`src/rtl/dmem_port_arbiter.sv`:
```
`default_nettype none
// ============================================================================
// Module   : dmem_port_arbiter
// Brief    : Shares one synchronous data-memory port between the pipeline MEM
//            stage (P, priority) and a loader/debug master (D), with a
//            starvation-triggered forced D burst and tagged read-data return.
// Revision : 1.0  initial release
// ============================================================================
module dmem_port_arbiter #(
    parameter int AW          = 32,
    parameter int DW          = 32,
    parameter int MAX_WAIT    = 4,
    parameter int FORCE_BEATS = 2
) (
    input  logic          clk,
    input  logic          rst_n,
    input  logic          i_p_valid,
    input  logic          i_p_we,
    input  logic [AW-1:0] i_p_addr,
    input  logic [DW-1:0] i_p_wdata,
    output logic          o_p_stall,
    output logic [DW-1:0] o_p_rdata,
    input  logic          i_d_req,
    input  logic          i_d_we,
    input  logic [AW-1:0] i_d_addr,
    input  logic [DW-1:0] i_d_wdata,
    output logic          o_d_gnt,
    output logic          o_d_rvalid,
    output logic [DW-1:0] o_d_rdata,
    output logic          o_mem_en,
    output logic          o_mem_we,
    output logic [AW-1:0] o_mem_addr,
    output logic [DW-1:0] o_mem_wdata,
    input  logic [DW-1:0] i_mem_rdata
);

    localparam int WCW = $clog2(MAX_WAIT + 1);
    localparam int BCW = $clog2(FORCE_BEATS + 1);
    localparam logic [WCW-1:0] c_max_wait  = WCW'(MAX_WAIT);
    localparam logic [BCW-1:0] c_last_beat = BCW'(FORCE_BEATS - 1);
    localparam logic [BCW-1:0] c_one_beat  = BCW'(1);

    typedef enum logic [0:0] {
        ST_P_PRI = 1'b0,
        ST_FORCE = 1'b1
    } state_t;

    typedef enum logic [1:0] {
        OWN_NONE = 2'd0,
        OWN_P    = 2'd1,
        OWN_D    = 2'd2
    } owner_t;

    state_t         r_state;
    logic [WCW-1:0] r_wait_cnt;
    logic [BCW-1:0] r_beat_cnt;
    owner_t         r_rd_tag;

    owner_t         w_own;
    logic           w_forced;
    logic           w_d_gnt;

    // Starvation grant only applies in P_PRI; inside a burst wait_cnt is ignored.
    assign w_forced = (r_state == ST_P_PRI) && i_d_req && (r_wait_cnt == c_max_wait);

    always_comb begin
        w_own = OWN_NONE;
        if (!rst_n) begin
            w_own = OWN_NONE;
        end else if ((r_state == ST_FORCE) && i_d_req) begin
            w_own = OWN_D;
        end else if (w_forced) begin
            w_own = OWN_D;
        end else if (i_p_valid) begin
            w_own = OWN_P;
        end else if (i_d_req) begin
            w_own = OWN_D;
        end
    end

    assign w_d_gnt = (w_own == OWN_D);

    always_comb begin
        o_mem_we    = 1'b0;
        o_mem_addr  = '0;
        o_mem_wdata = '0;
        if (w_own == OWN_P) begin
            o_mem_we    = i_p_we;
            o_mem_addr  = i_p_addr;
            o_mem_wdata = i_p_wdata;
        end else if (w_own == OWN_D) begin
            o_mem_we    = i_d_we;
            o_mem_addr  = i_d_addr;
            o_mem_wdata = i_d_wdata;
        end
    end

    assign o_mem_en   = (w_own != OWN_NONE);
    assign o_d_gnt    = w_d_gnt;
    assign o_p_stall  = rst_n && i_p_valid && (w_own != OWN_P);

    // Memory data is broadcast; the tag decides who may consume it.
    assign o_p_rdata  = i_mem_rdata;
    assign o_d_rdata  = i_mem_rdata;
    assign o_d_rvalid = (r_rd_tag == OWN_D);

    always_ff @(posedge clk or negedge rst_n) begin
        if (!rst_n) begin
            r_state    <= ST_P_PRI;
            r_wait_cnt <= '0;
            r_beat_cnt <= '0;
            r_rd_tag   <= OWN_NONE;
        end else begin
            if ((w_own == OWN_P) && !i_p_we) begin
                r_rd_tag <= OWN_P;
            end else if ((w_own == OWN_D) && !i_d_we) begin
                r_rd_tag <= OWN_D;
            end else begin
                r_rd_tag <= OWN_NONE;
            end

            if (i_d_req && !w_d_gnt) begin
                if (r_wait_cnt != c_max_wait) begin
                    r_wait_cnt <= r_wait_cnt + 1'b1;
                end
            end else begin
                r_wait_cnt <= '0;
            end

            case (r_state)
                ST_P_PRI: begin
                    // A single-beat burst is complete on the forced grant itself.
                    if (w_forced && (FORCE_BEATS > 1)) begin
                        r_state    <= ST_FORCE;
                        r_beat_cnt <= c_one_beat;
                    end
                end
                ST_FORCE: begin
                    if (!i_d_req || (r_beat_cnt == c_last_beat)) begin
                        r_state    <= ST_P_PRI;
                        r_beat_cnt <= '0;
                    end else begin
                        r_beat_cnt <= r_beat_cnt + 1'b1;
                    end
                end
                default: begin
                    r_state    <= ST_P_PRI;
                    r_beat_cnt <= '0;
                end
            endcase
        end
    end

endmodule
`default_nettype wire

```
`config.mk`:
```
export PLATFORM = sky130hd
export DESIGN_NAME = dmem_port_arbiter
export DESIGN_NICKNAME = d
export VERILOG_FILES = /design/src/rtl/dmem_port_arbiter.sv
export SDC_FILE = /design/constraint.sdc
export NUM_CORES = 1
export LEC_CHECK = 0
export CAP_MARGIN = 15
export CORE_AREA = 2 2 116 118
export DETAILED_ROUTE_END_ITERATION = 6
export DIE_AREA = 0 0 118 120
export MAX_ROUTING_LAYER = met4
export PLACE_DENSITY = 0.56
export SYNTH_ARGS = -nofsm -noshare
export SYNTH_HDL_FRONTEND = slang
export SYNTH_SLANG_ARGS = --single-unit
```
`constraint.sdc`:
```
create_clock -name clk -period 2.03 [get_ports clk]
set_input_delay 0.406 -clock clk [delete_from_list [all_inputs] [get_ports clk]]
set_output_delay 0.406 -clock clk [all_outputs]
set_load 0.005 [all_outputs]
```
After elaboration in Yosys (flattened, before gate mapping)
Cells that the tools add are included.

operators by class
  add/sub/neg operators = 2
  multipliers = 0
  div/mod/pow operators = 0
  $lt $le $gt $ge = 0
  equal/unequal tests = 9
  shift operators = 0
  muxes and demuxes = 21
  bitwise logic cells = 1
  reduce and logical (&&, ||, !) cells = 14

operator list
  kind                                                    count
  2-to-1 mux 32 bit                                       4
  2-to-1 mux 2 bit                                        9
  logical AND 1 bit                                       8
  2-to-1 mux 3 bit                                        2
  equality test 2 x 1 -> 1 bit (second input constant)    2
  equality test 2 bit (second input constant)             2
  zero test 1 bit                                         4
  2-to-1 mux 1 bit                                        4
  inequality test 2 x 1 -> 1 bit (second input constant)  2
  one-hot mux 2 bit (2 select lines)                      1
  adder 3 x 1 -> 3 bit (second input constant)            1
  equality test 3 bit (second input constant)             1
  inequality test 3 bit (second input constant)           1
  adder 2 x 1 -> 2 bit (second input constant)            1
  inequality test 2 bit (second input constant)           1
  one-hot mux 1 bit (2 select lines)                      1
  nonzero test 2 bit                                      1
  logical OR 1 bit                                        1
  inverter 1 bit                                          1

word-level totals
  bits in registers = 8
  latch bits = 0
  memory bits (writable) = 0
  memory bits (read-only) = 0
  input port bits = 166
  output and inout bits = 133
  word-level logic and storage cells = 51
  memories = 0

Longest topological paths before layout
Gate-level depths: netlist of run 1.

  word-level depth = 10
  depth in mapped cells = 8
  gate-level depth less buffers = 6

Worst setup path before layout of run 1
Ideal clock, no wire load.

  path kind = register to output
  from = reg r_wait_cnt[0]
  to = out o_mem_addr[22]
  arrival time = 1,457 ps
  required time = 1,624 ps
  slack = 167 ps
  stages on the path, launching flop included = 9
  buffers on the path = 2
  cells stage by stage = dfrtp_1 > inv_1 > ha_1 > a21oi_1 > a21o_2 > inv_2 > buf_4 > buf_4 > a22o_1

between the ends
  word-level cells in the longest chain between the ends = 8
  elaborated cells on any way between the ends = 9
  those cells by class = eq/ne: 3; mux: 5; reduce/logical: 1

ends and longest elaborated chain
  item                      line  text
  start: declaration        55    logic [WCW-1:0] r_wait_cnt;
  start signal: assignment  124   r_wait_cnt <= r_wait_cnt + 1'b1;
  equality test 3 bit (*)   64    assign w_forced = (r_state == ST_P_PRI) && i_d_req && (r_wait_cnt == c_max_wait);
  logical AND 1 bit (*)     64
  2-to-1 mux 2 bit (*)      72    end else if (w_forced) begin
  2-to-1 mux 2 bit (*)      70    end else if ((r_state == ST_FORCE) && i_d_req) begin
  2-to-1 mux 2 bit (*)      68    if (!rst_n) begin
  equality test 2 bit       91    end else if (w_own == OWN_D) begin
  2-to-1 mux 32 bit         91
  2-to-1 mux 32 bit (*)     87    if (w_own == OWN_P) begin
  end: declaration          32    output logic [AW-1:0] o_mem_addr,

Mark *: on every way between the ends. The rest lies on a longest branch, timed or not.

Final worst setup path of run 1
  from = reg r_wait_cnt[0]
  to = out o_mem_wdata[3]

between the ends
  word-level cells in the longest chain between the ends = 8
  elaborated cells on any way between the ends = 9
  those cells by class = eq/ne: 3; mux: 5; reduce/logical: 1

ends and longest elaborated chain
  item                     line  text
  equality test 3 bit (*)  64
  logical AND 1 bit (*)    64
  2-to-1 mux 2 bit (*)     72
  2-to-1 mux 2 bit (*)     70
  2-to-1 mux 2 bit (*)     68
  equality test 2 bit      91
  2-to-1 mux 32 bit        91
  2-to-1 mux 32 bit (*)    87
  end: declaration         33    output logic [DW-1:0] o_mem_wdata,

Marks and branches as above.

==> results of run 1 <==
[registers in the layout, summed over array words and instances, names as in the netlist]
signal,count
r_wait_cnt,3
r_state,1
r_rd_tag,2
r_beat_cnt,2
[power breakdown]
part / internal (mW) / switching [mW] / total, mW / leakage, nW
clock network: 0.254 / 0.0760 / 0.330 / 0.0370
registers: 0.188 / 0.0168 / 0.205 / 0.106
logic: 0.565 / 0.268 / 0.834 / 1.66
[worst min-delay path by stage]
stage / endpoint / slack (ps) / cells after the start
after floorplan: r_beat_cnt[0]$_DFFE_PN0P_ / 110 / 0
after global placement: r_beat_cnt[0]$_DFFE_PN0P_ / 530 / 1
after detailed placement: r_beat_cnt[1]$_DFFE_PN0P_ / 540 / 2
after CTS: r_wait_cnt[2]$_DFFE_PN0P_ / 280 / 2
after global routing: r_wait_cnt[2]$_DFFE_PN0P_ / 310 / 2
final: r_wait_cnt[1]$_DFFE_PN0P_ / 290 / 2
[final cells by class]
type / count / area [um2]
fill: 1400 / 9140
tap: 176 / 220
multi-input combinational: 93 / 822
clock buffer: 3 / 75.1
timing repair buffer: 265 / 2500
sequential: 8 / 200
inverter: 5 / 26.3
[per-layer routing]
metal,vias up,global-route usage
li1,1010,-
met1,1009,0.125
met2,141,0.231
met3,38,0.0295
met4,0,0.0512
met5,-,-
[kinds of logic (layout without fill, tap and decap cells)]
kind of cell	after synthesis	in the layout	share of synthesized area
muxes	1	1	0.00715
and+or+nand+nor	15	15	0.0525
AOI/OAI and AO/OA	73	73	0.404
buffers and inverters	83	273	0.380
adders and majority gates	3	3	0.0238
xor gates and xnor gates	1	1	0.00557
DFF	8	8	0.127
[placed cells by master, fill, tap and decap left out, types with 2 or more instances in the layout]
| cell type | count |
|---|---|
| and3_1 | 2 |
| nor2b_1 | 2 |
| nor2_1 | 2 |
| clkbuf_2 | 2 |
| a22o_1 | 65 |
| nand2_1 | 2 |
| dlygate4sd2_1 | 3 |
| inv_1 | 2 |
| buf_8 | 3 |
| inv_2 | 2 |
| buf_6 | 14 |
| buf_4 | 30 |
| ha_1 | 2 |
| nand2b_1 | 2 |
| buf_2 | 66 |
| buf_12 | 7 |
| clkdlybuf4s50_1 | 131 |
| clkbuf_16 | 4 |
| dfrtp_1 | 8 |
| buf_16 | 7 |
[through the flow]
stage | util | hold slack, ps | setup WS [ps]
detailed placement | 0.264 | 542 | -744
finish | 0.296 | 286 | -315
CTS | 0.292 | 281 | -409
global placement | 0.264 | 531 | -736
floorplan | - | 110 | 167
global route | 0.296 | 310 | -392
[repair_timing]
action / CTS / global route
endpoints found under the hold margin: 0 / 0
pin swaps: 38 / 13
cloned: 11 / 1
gates resized for setup: 310 / 3
buffers inserted: 27 / 9
setup endpoints to repair: 68 / 68
==> summary.txt, run 1 <==
Routing
  – Via count: between 2,000 and 2,500
  – DRT antenna net count: 0
  – Via-to-Cell Ratio: roughly 4
  – DRT iter0 DRCs: 37
  – DRC violations left: 0
  – Highest routed layer: met4
  – DRT Wirelength: 9290 um
  – Metal3 WL: just under 800 um
  – Drt pass-1 iters: 4
  – Wire length on met2: between 4000 and 5000 um
  – Avg WL per Cell: around 17 um
  – DRT met1 WL: around 3300 um

Pwr
  – Pwr dens: between 300 and 400 nW/um2
  – Leakage: about 1.8 nW
  – PnR Total Power: roughly 1.4 mW
  – Worst vdd ir: approximately 0.17 mV

Timing
  – Fin Clk Skew: between 2 and 2.5 ps
  – FMAX: between 400 and 500 MHz
  – RSZ-0062 raised after global routing: true
  – Worst Tran Pin Value: about 240 ps
  – Relative slew slack: 0.843
  – Tmin final: 2350 ps
  – Final setup violating endpoints: 67
  – Final slew viol count: 0
  – Setup TNS: -17,920 ps
  – Final Hold Vio Count: 0
  – Final clock period utilization by the worst path: 1.16
  – PnR worst setup slack: -315 ps

Critical path
  – Critical Path Sink Type: output port
  – Critical path type: reg -> out
  – Crit-path cells: inv_2 > ha_4 > buf_4 > a21oi_2 > a21o_4 > inv_8 > bufbuf_16 > a22o_1 > buf_2
  – R2R Setup Slk: about 400 ps
  – Crit path depth: 9
  – R2R cell count: 9
  – FF-to-FF End: r_rd_tag[0]$_DFF_PN0_
  – CP peak stage delay: 350 ps
  – Worst Setup SP: r_wait_cnt[0]$_DFFE_PN0P_
  – Critical Path End: o_mem_wdata[3]
  – CP Max Fanout: 8
  – Slowest CP cell: dfrtp_1
  – Crit start category: flip-flop
  – Crit path max-delay family: buffers and inverters
  – Buf/Inv on CP: 5
  – CP arrival: between 1500 and 2000 ps
  – Required @ worst endpoint: 1620 ps
  – FF-to-FF Start: r_wait_cnt[0]$_DFFE_PN0P_

Synth
  – Synth top area share: 0.367
  – Post-Syn Area: 1570 um2
  – Library cells used by synthesis: 25
  – Avg Synthesized Cell Area: between 8 and 9 um2
  – Top cell type by total area after synthesis: a22o_1
  – Sequential share of the synthesized area: 0.127
  – Synth Instances: around 180
  – Fraction of registers with async set or reset after synthesis: 1.00
  – Syn nets: 353
  – Synth cell count leaders: 68 x buf_4, 66 x a22o_1, 8 x dfrtp_1
  – EDFF count, synth: 0
  – Yosys Warn Count: 0
  – Yosys reg bits: 8
  – Largest cells by area after synthesis: a22o_1 37%, buf_4 32%, dfrtp_1 13%
  – Most frequent cell after synthesis: buf_4
  – Primary FF master, synth: dfrtp_1

Floorplanning
  – Die Ht: 120 um
  – Cell Rows: 42
  – Die footprint: approximately 14,000 um2
  – Initial core utilization: 0.121
  – Core ar.: 13,000 um2
  – IO Count: between 200 and 300
  – Die W: about 120 um

GRT
  – Grt ovf: 0
  – First-pass GRT wire length: approximately 13,000 um
  – Via count of the first global-routing pass: between 2,000 and 2,500
  – Total track usage: 0.124
  – Largest net degree at the start of global routing: 23
  – Initial antenna violation count: 0

Placed design
  – Detail Placement HPWL: 6140 um
  – Placed cells: between 500 and 600
  – # port buffers: 202
  – Cell area after placement: 3420 um2
  – Final RePlAce weighted congestion: approximately 0.83

CTS
  – Clock sink count: 8
  – # hold bufs at CTS: 0
  – CTS H-Tree Depth: 1
  – Clock buffer depth: 2
  – CTS root buffer: clkbuf_16
  – CTS tree: yes
  – Clk slew on worst S/H paths: ~40 ps
  – Clock latency on the worst-skew pair: between 200 and 250 ps
  – TritonCTS buffer count: 3

Final layout
  – Synth-to-layout area growth: 144%
  – Design area: approximately 3800 um2
  – Final non-filler cell total: 550
  – Ratio of cells with drive above 1 in the final layout: 0.388
  – Ant diodes: 0
  – Nets: roughly 550

Status
  – Outcome: finished, violations left
  – Failing checks: negative setup slack

Min path
  – Tightest Hold Check Type: in -> async

Run
  – # Max-Cap Violations: 0
Note: power is estimated with default switching activity, not from simulation.
==> run 2, diff against run 1 <==
Settings changed: CORE_AREA 2 2 116 118 to 2 2 118 120, DIE_AREA 0 0 118 120 to 0 0 120 122, DONT_BUFFER_PORTS set to 1, PLACE_DENSITY 0.56 to 0.3, SETUP_SLACK_MARGIN set to 0.15.
==> summary.txt, run 2 (synthesized netlist as in run 1, its figures left out) <==
Pwr
  – Leakage: 0.779 nW
  – Sw power: ~280 uW
  – Pwr dens: roughly 500 nW/um2
  – Power Internal: a little under 700 uW
  – Clock share of power: 0.349
  – PnR Total Power: approximately 970 uW
  – Switching share of power: 0.294
  – Combinational fraction of design power: 0.437
  – Worst vdd ir: 0.230 mV
  – Sequential share of power: 0.214

CTS
  – TritonCTS buffer count: 3
  – CTS H-Tree Depth: 1
  – Clock buffer depth: 2
  – CTS root buffer: clkbuf_16
  – CTS tree: yes
  – Clock latency on the worst-skew pair: approximately 240 ps
  – Clock sink count: 8
  – Clk slew on worst S/H paths: ~40 ps

GRT
  – Grt ovf: 0
  – First-pass GRT wire length: between 8000 and 9000 um
  – Initial antenna violation count: 0
  – Total track usage: 0.0823
  – Via count of the first global-routing pass: 1,254
  – Largest net degree at the start of global routing: 27

Placed design
  – Pre-CTS setup slack: -24.1 ps
  – Final RePlAce weighted congestion: 0.697
  – # port buffers: 0

Status
  – Outcome: finished, violations left
  – Failing checks: negative setup slack

Timing
  – Setup TNS: -6990 ps
  – FMAX: around 460 MHz
  – Final slew viol count: 0
  – Final clock period utilization by the worst path: 1.08
  – PnR worst setup slack: -153 ps
  – Tmin final: about 2200 ps
  – WHS: about 240 ps
  – Worst Tran Pin Value: around 420 ps
  – Final Hold Vio Count: 0
  – RSZ-0062 raised after global routing: true
  – Final setup violating endpoints: 66
  – Fin Clk Skew: just under 5 ps
  – Relative slew slack: 0.721

Critical path
  – CP arrival: roughly 1800 ps
  – CP peak stage delay: ~350 ps
  – Crit-path cells: inv_2 > ha_4 > and3_4 > a211oi_4 > buf_6 > buf_6 > buf_12 > a22o_1
  – CP Max Fanout: 6
  – CP dominant cell by count: buf_6
  – Required @ worst endpoint: between 1500 and 2000 ps
  – Slowest CP cell: dfrtp_1
  – Crit path max-delay family: buffers and inverters
  – Crit start category: flip-flop
  – Critical path type: reg -> out
  – Buf/Inv on CP: 4
  – Critical Path Sink Type: output port

Floorplanning
  – Initial core utilization: 0.117
  – Die Ht: between 100 and 150 um
  – IO Count: ~300
  – Core ar.: 13,500 um2
  – Die W: around 120 um
  – Die footprint: around 15,000 um2
  – Cell Rows: 43

Final layout
  – Max reg flops: 3
  – Nets: 311
  – Regs by FF count: r_wait_cnt: 3 flops, r_beat_cnt: 2 flops, r_rd_tag: 2 flops
  – Commonest non-fill, non-tap cell in the layout: a22o_1
  – Synth-to-layout area growth: 22.3%
  – Ratio of cells with drive above 1 in the final layout: 0.336
  – Commonest cells after routing, fill and taps aside: 62 x a22o_1, 8 x dfrtp_1
  – Ant diodes: 0
  – Most flop-heavy register: r_wait_cnt
  – Filler cells: around 1,500

Routing
  – Avg WL per Cell: around 23 um
  – DRT iter0 DRCs: around 110
  – Drt pass-1 iters: 4
  – DRC violations left: 0
  – Via-to-Cell Ratio: 4.39
  – Via count: between 1,000 and 1,500
  – DRT Wirelength: between 7000 and 8000 um
  – DRT antenna net count: 0

Min path
  – Tightest Hold Check Type: in -> reg

Run
  – # Max-Cap Violations: 0
run 2: what timing repair did:
item,CTS,global route
gates cloned,7,4
gates resized for setup,25,6
endpoints found under the setup margin,68,68
hold endpoints to repair,8,0
hold buffers,1,0
pin swaps,15,17
setup buffers,12,2
run 2: per-layer routing:
metal | wire, um | up-vias | global-route usage
met2 | 3500 | 178 | 0.132
li1 | - | 540 | -
met4 | 282 | 0 | 0.0382
met5 | 0 | - | -
met1 | 2600 | 656 | 0.100
met3 | 890 | 31 | 0.0145
run 2: final timing paths:
path | from | to | slack, ps | cells past startpoint
worst min-delay path | i_d_we | r_rd_tag[1]$_DFF_PN0_ | 240 | 1
min in group asynchronous | rst_n | r_state$_DFF_PN0_ | 540 | 1
worst max-delay path | r_wait_cnt[0]$_DFFE_PN0P_ | o_mem_wdata[1] | -150 | 8
worst max register to register | r_wait_cnt[0]$_DFFE_PN0P_ | r_rd_tag[0]$_DFF_PN0_ | 330 | 9
worst min register to register | r_beat_cnt[0]$_DFFE_PN0P_ | r_beat_cnt[0]$_DFFE_PN0P_ | 550 | 1
max in group asynchronous | rst_n | r_rd_tag[0]$_DFF_PN0_ | 1190 | 1
run 2: power groups by stage:
stage	sequential (mW)	clock [mW]	combinational [mW]
after floorplan	0.203	0	0.322
after global placement	0.207	0	0.258
after detailed placement	0.208	0	0.257
after CTS	0.207	0.342	0.394
after global routing	0.211	0.354	0.458
final	0.208	0.338	0.424
run 2: cell type report:
type,count,area (um2),area share
flip-flops and latches,8,200,0.104
repair buffers,31,552,0.287
well taps,180,225,0.117
inverters,5,26.3,0.0136
clock buffers,3,75.1,0.0390
multi-input cells,93,847,0.440
run 2: through the flow:
stage / std cells / instance area, um2 / utilization
6_report: 320 / 1930 / 0.143
4_1_cts: 314 / 1800 / 0.133
3_5_place_dp: 291 / 1290 / 0.0955
2_1_floorplan: 184 / 1570 / -
3_3_place_gp: 291 / 1290 / 0.0955
5_1_grt: 320 / 1930 / 0.143
==> run 3, diff against run 2 <==
Settings changed: CAP_MARGIN 15 to 25, CTS_BUF_LIST set to sky130_fd_sc_hd__clkbuf_8 sky130_fd_sc_hd__clkbuf_16, REMOVE_ABC_BUFFERS set to 1.
==> summary.txt, run 3 (synthesized netlist as in run 1, its figures left out) <==
Pwr
  – Power Internal: ~650 uW
  – Clock share of power: 0.370
  – PnR Total Power: roughly 920 uW
  – Sw power: between 200 and 300 uW
  – Switching share of power: 0.292
  – Combinational fraction of design power: 0.408
  – Leakage: around 0.71 nW
  – Sequential share of power: 0.222
  – Pwr dens: approximately 530 nW/um2
  – Worst vdd ir: between 0.15 and 0.2 mV

Timing
  – Fin Clk Skew: 3.00 ps
  – WHS: 234 ps
  – RSZ-0062 raised after global routing: true
  – Final setup violating endpoints: 66
  – PnR worst setup slack: -99.1 ps
  – Tmin final: between 2000 and 2500 ps
  – Final Hold Vio Count: 0
  – Final clock period utilization by the worst path: 1.05
  – Worst Tran Pin Value: 423 ps
  – Final slew viol count: 0
  – FMAX: 470 MHz
  – Relative slew slack: 0.717

Routing
  – Via-to-Cell Ratio: ~4.6
  – Metal3 WL: 1440 um
  – DRT antenna net count: 0
  – Highest routed layer: met4
  – Via count: 1,440
  – DRT met1 WL: around 3700 um
  – Wire length on met2: approximately 3700 um
  – Drt pass-1 iters: 4
  – DRT Wirelength: roughly 9000 um
  – Avg WL per Cell: 28.4 um
  – DRC violations left: 0
  – DRT iter0 DRCs: 54

Critical path
  – FF-to-FF End: r_rd_tag[0]$_DFF_PN0_
  – CP arrival: ~1700 ps
  – CP Max Fanout: 7
  – FF-to-FF Start: r_wait_cnt[0]$_DFFE_PN0P_
  – Critical path type: reg -> out
  – Crit start category: flip-flop
  – Required @ worst endpoint: 1620 ps
  – Critical Path Sink Type: output port
  – R2R Setup Slk: a little over 500 ps
  – R2R cell count: 8

Floorplanning
  – Cell Rows: 43
  – IO Count: 299
  – Core ar.: 13,500 um2
  – Die Ht: around 120 um
  – Die footprint: roughly 15,000 um2
  – Initial core utilization: 0.117
  – Die W: around 120 um

Final layout
  – Ant diodes: 0
  – Commonest non-fill, non-tap cell in the layout: a22o_1
  – Ratio of cells with drive above 1 in the final layout: 0.301
  – Max reg flops: 3
  – Nets: around 300
  – Commonest cells after routing, fill and taps aside: 62 x a22o_1, 12 x buf_4, 8 x dfrtp_1
  – Most flop-heavy register: r_wait_cnt
  – Synth-to-layout area growth: 10.8%
  – Final core occ: 0.129
  – Regs by FF count: r_wait_cnt: 3 flops, r_beat_cnt: 2 flops, r_rd_tag: 2 flops

GRT
  – Via count of the first global-routing pass: 1,357
  – Total track usage: 0.114
  – Initial antenna violation count: 0
  – Largest net degree at the start of global routing: 30
  – First-pass GRT wire length: between 10,000 and 15,000 um
  – Grt ovf: 0

CTS
  – CTS tree: yes
  – Clock sink count: 8
  – CTS H-Tree Depth: 1
  – TritonCTS buffer count: 3
  – Clk slew on worst S/H paths: 40 ps
  – CTS root buffer: clkbuf_16
  – Clock latency on the worst-skew pair: approximately 230 ps
  – Clock buffer depth: 2

Status
  – Failing checks: negative setup slack
  – Outcome: finished, violations left

Run
  – # Max-Cap Violations: 0

Min path
  – Hold Path Stages: 1
  – Hold_sp: i_d_we
  – Tightest Hold Check Type: in -> reg
  – Hold Path End: r_rd_tag[1]$_DFF_PN0_

Placed design
  – Detail Placement HPWL: approximately 6300 um
  – # port buffers: 0
  – Final RePlAce weighted congestion: approximately 0.84
==> run 3: worst max path at each step <==
stage	endpoint	cells past startpoint	start	slack (ps)
after floorplan	o_mem_addr[0]	5	r_wait_cnt[0]$_DFFE_PN0P_	-1520
after detailed placement	o_mem_wdata[9]	6	r_wait_cnt[0]$_DFFE_PN0P_	-30
after global routing	o_mem_addr[3]	8	r_wait_cnt[0]$_DFFE_PN0P_	-180
after CTS	o_mem_wdata[31]	8	r_wait_cnt[1]$_DFFE_PN0P_	-140
final	o_mem_addr[0]	8	r_wait_cnt[0]$_DFFE_PN0P_	-100
after global placement	o_mem_wdata[9]	6	r_wait_cnt[0]$_DFFE_PN0P_	-0.8
==> run 3: cell type report <==
cell class                 count  area, um2
inverter                       5       26.3
fill                        1517      11800
timing repair buffer          27        382
clock buffer                   3       75.1
multi-input combinational     93        836
sequential                     8        200
tap                          180        225
==> run 3: repair_timing <==
action                                  4_1_cts  5_1_grt
gates resized for setup                      24        0
hold endpoints to repair                      8        0
endpoints found under the setup margin       68       68
setup buffers                                10        2
pin swaps                                    10       13
cloned                                        7        0
hold buffers                                  1        0
==> run 3: routing by layer <==
metal / GRT usage / vias up
met3: 0.0758 / 12
met2: 0.150 / 192
met1: 0.141 / 705
met4: 0.0324 / 0
met5: - / -
li1: - / 531
==> run 3: power groups by stage <==
stage / combinational (mW) / sequential [mW] / clock (mW)
3_5_place_dp: 0.260 / 0.206 / 0
6_report: 0.375 / 0.204 / 0.340
2_1_floorplan: 0.205 / 0.203 / 0
5_1_grt: 0.414 / 0.207 / 0.358
4_1_cts: 0.373 / 0.204 / 0.346
3_3_place_gp: 0.261 / 0.206 / 0
==> run 3: metrics by stage <==
step	area (um2)	setup slack [ps]	TNS [ps]	instances
3_5_place_dp	1310	-25.7	-25.7	293
6_report	1740	-99.1	-4760	316
3_3_place_gp	1310	-0.773	-0.773	293
5_1_grt	1740	-179	-10700	316
4_1_cts	1730	-142	-8080	314
2_1_floorplan	995	-1520	-102990	106
==> run 3: critical path, stage by stage (launching register included) <==
cell and delay, ps:
dfrtp_1 380, inv_2 90, ha_4 140, and3_4 190, a211oi_4 40, buf_6 140
buf_12 130, buf_16 140, a22o_4 230
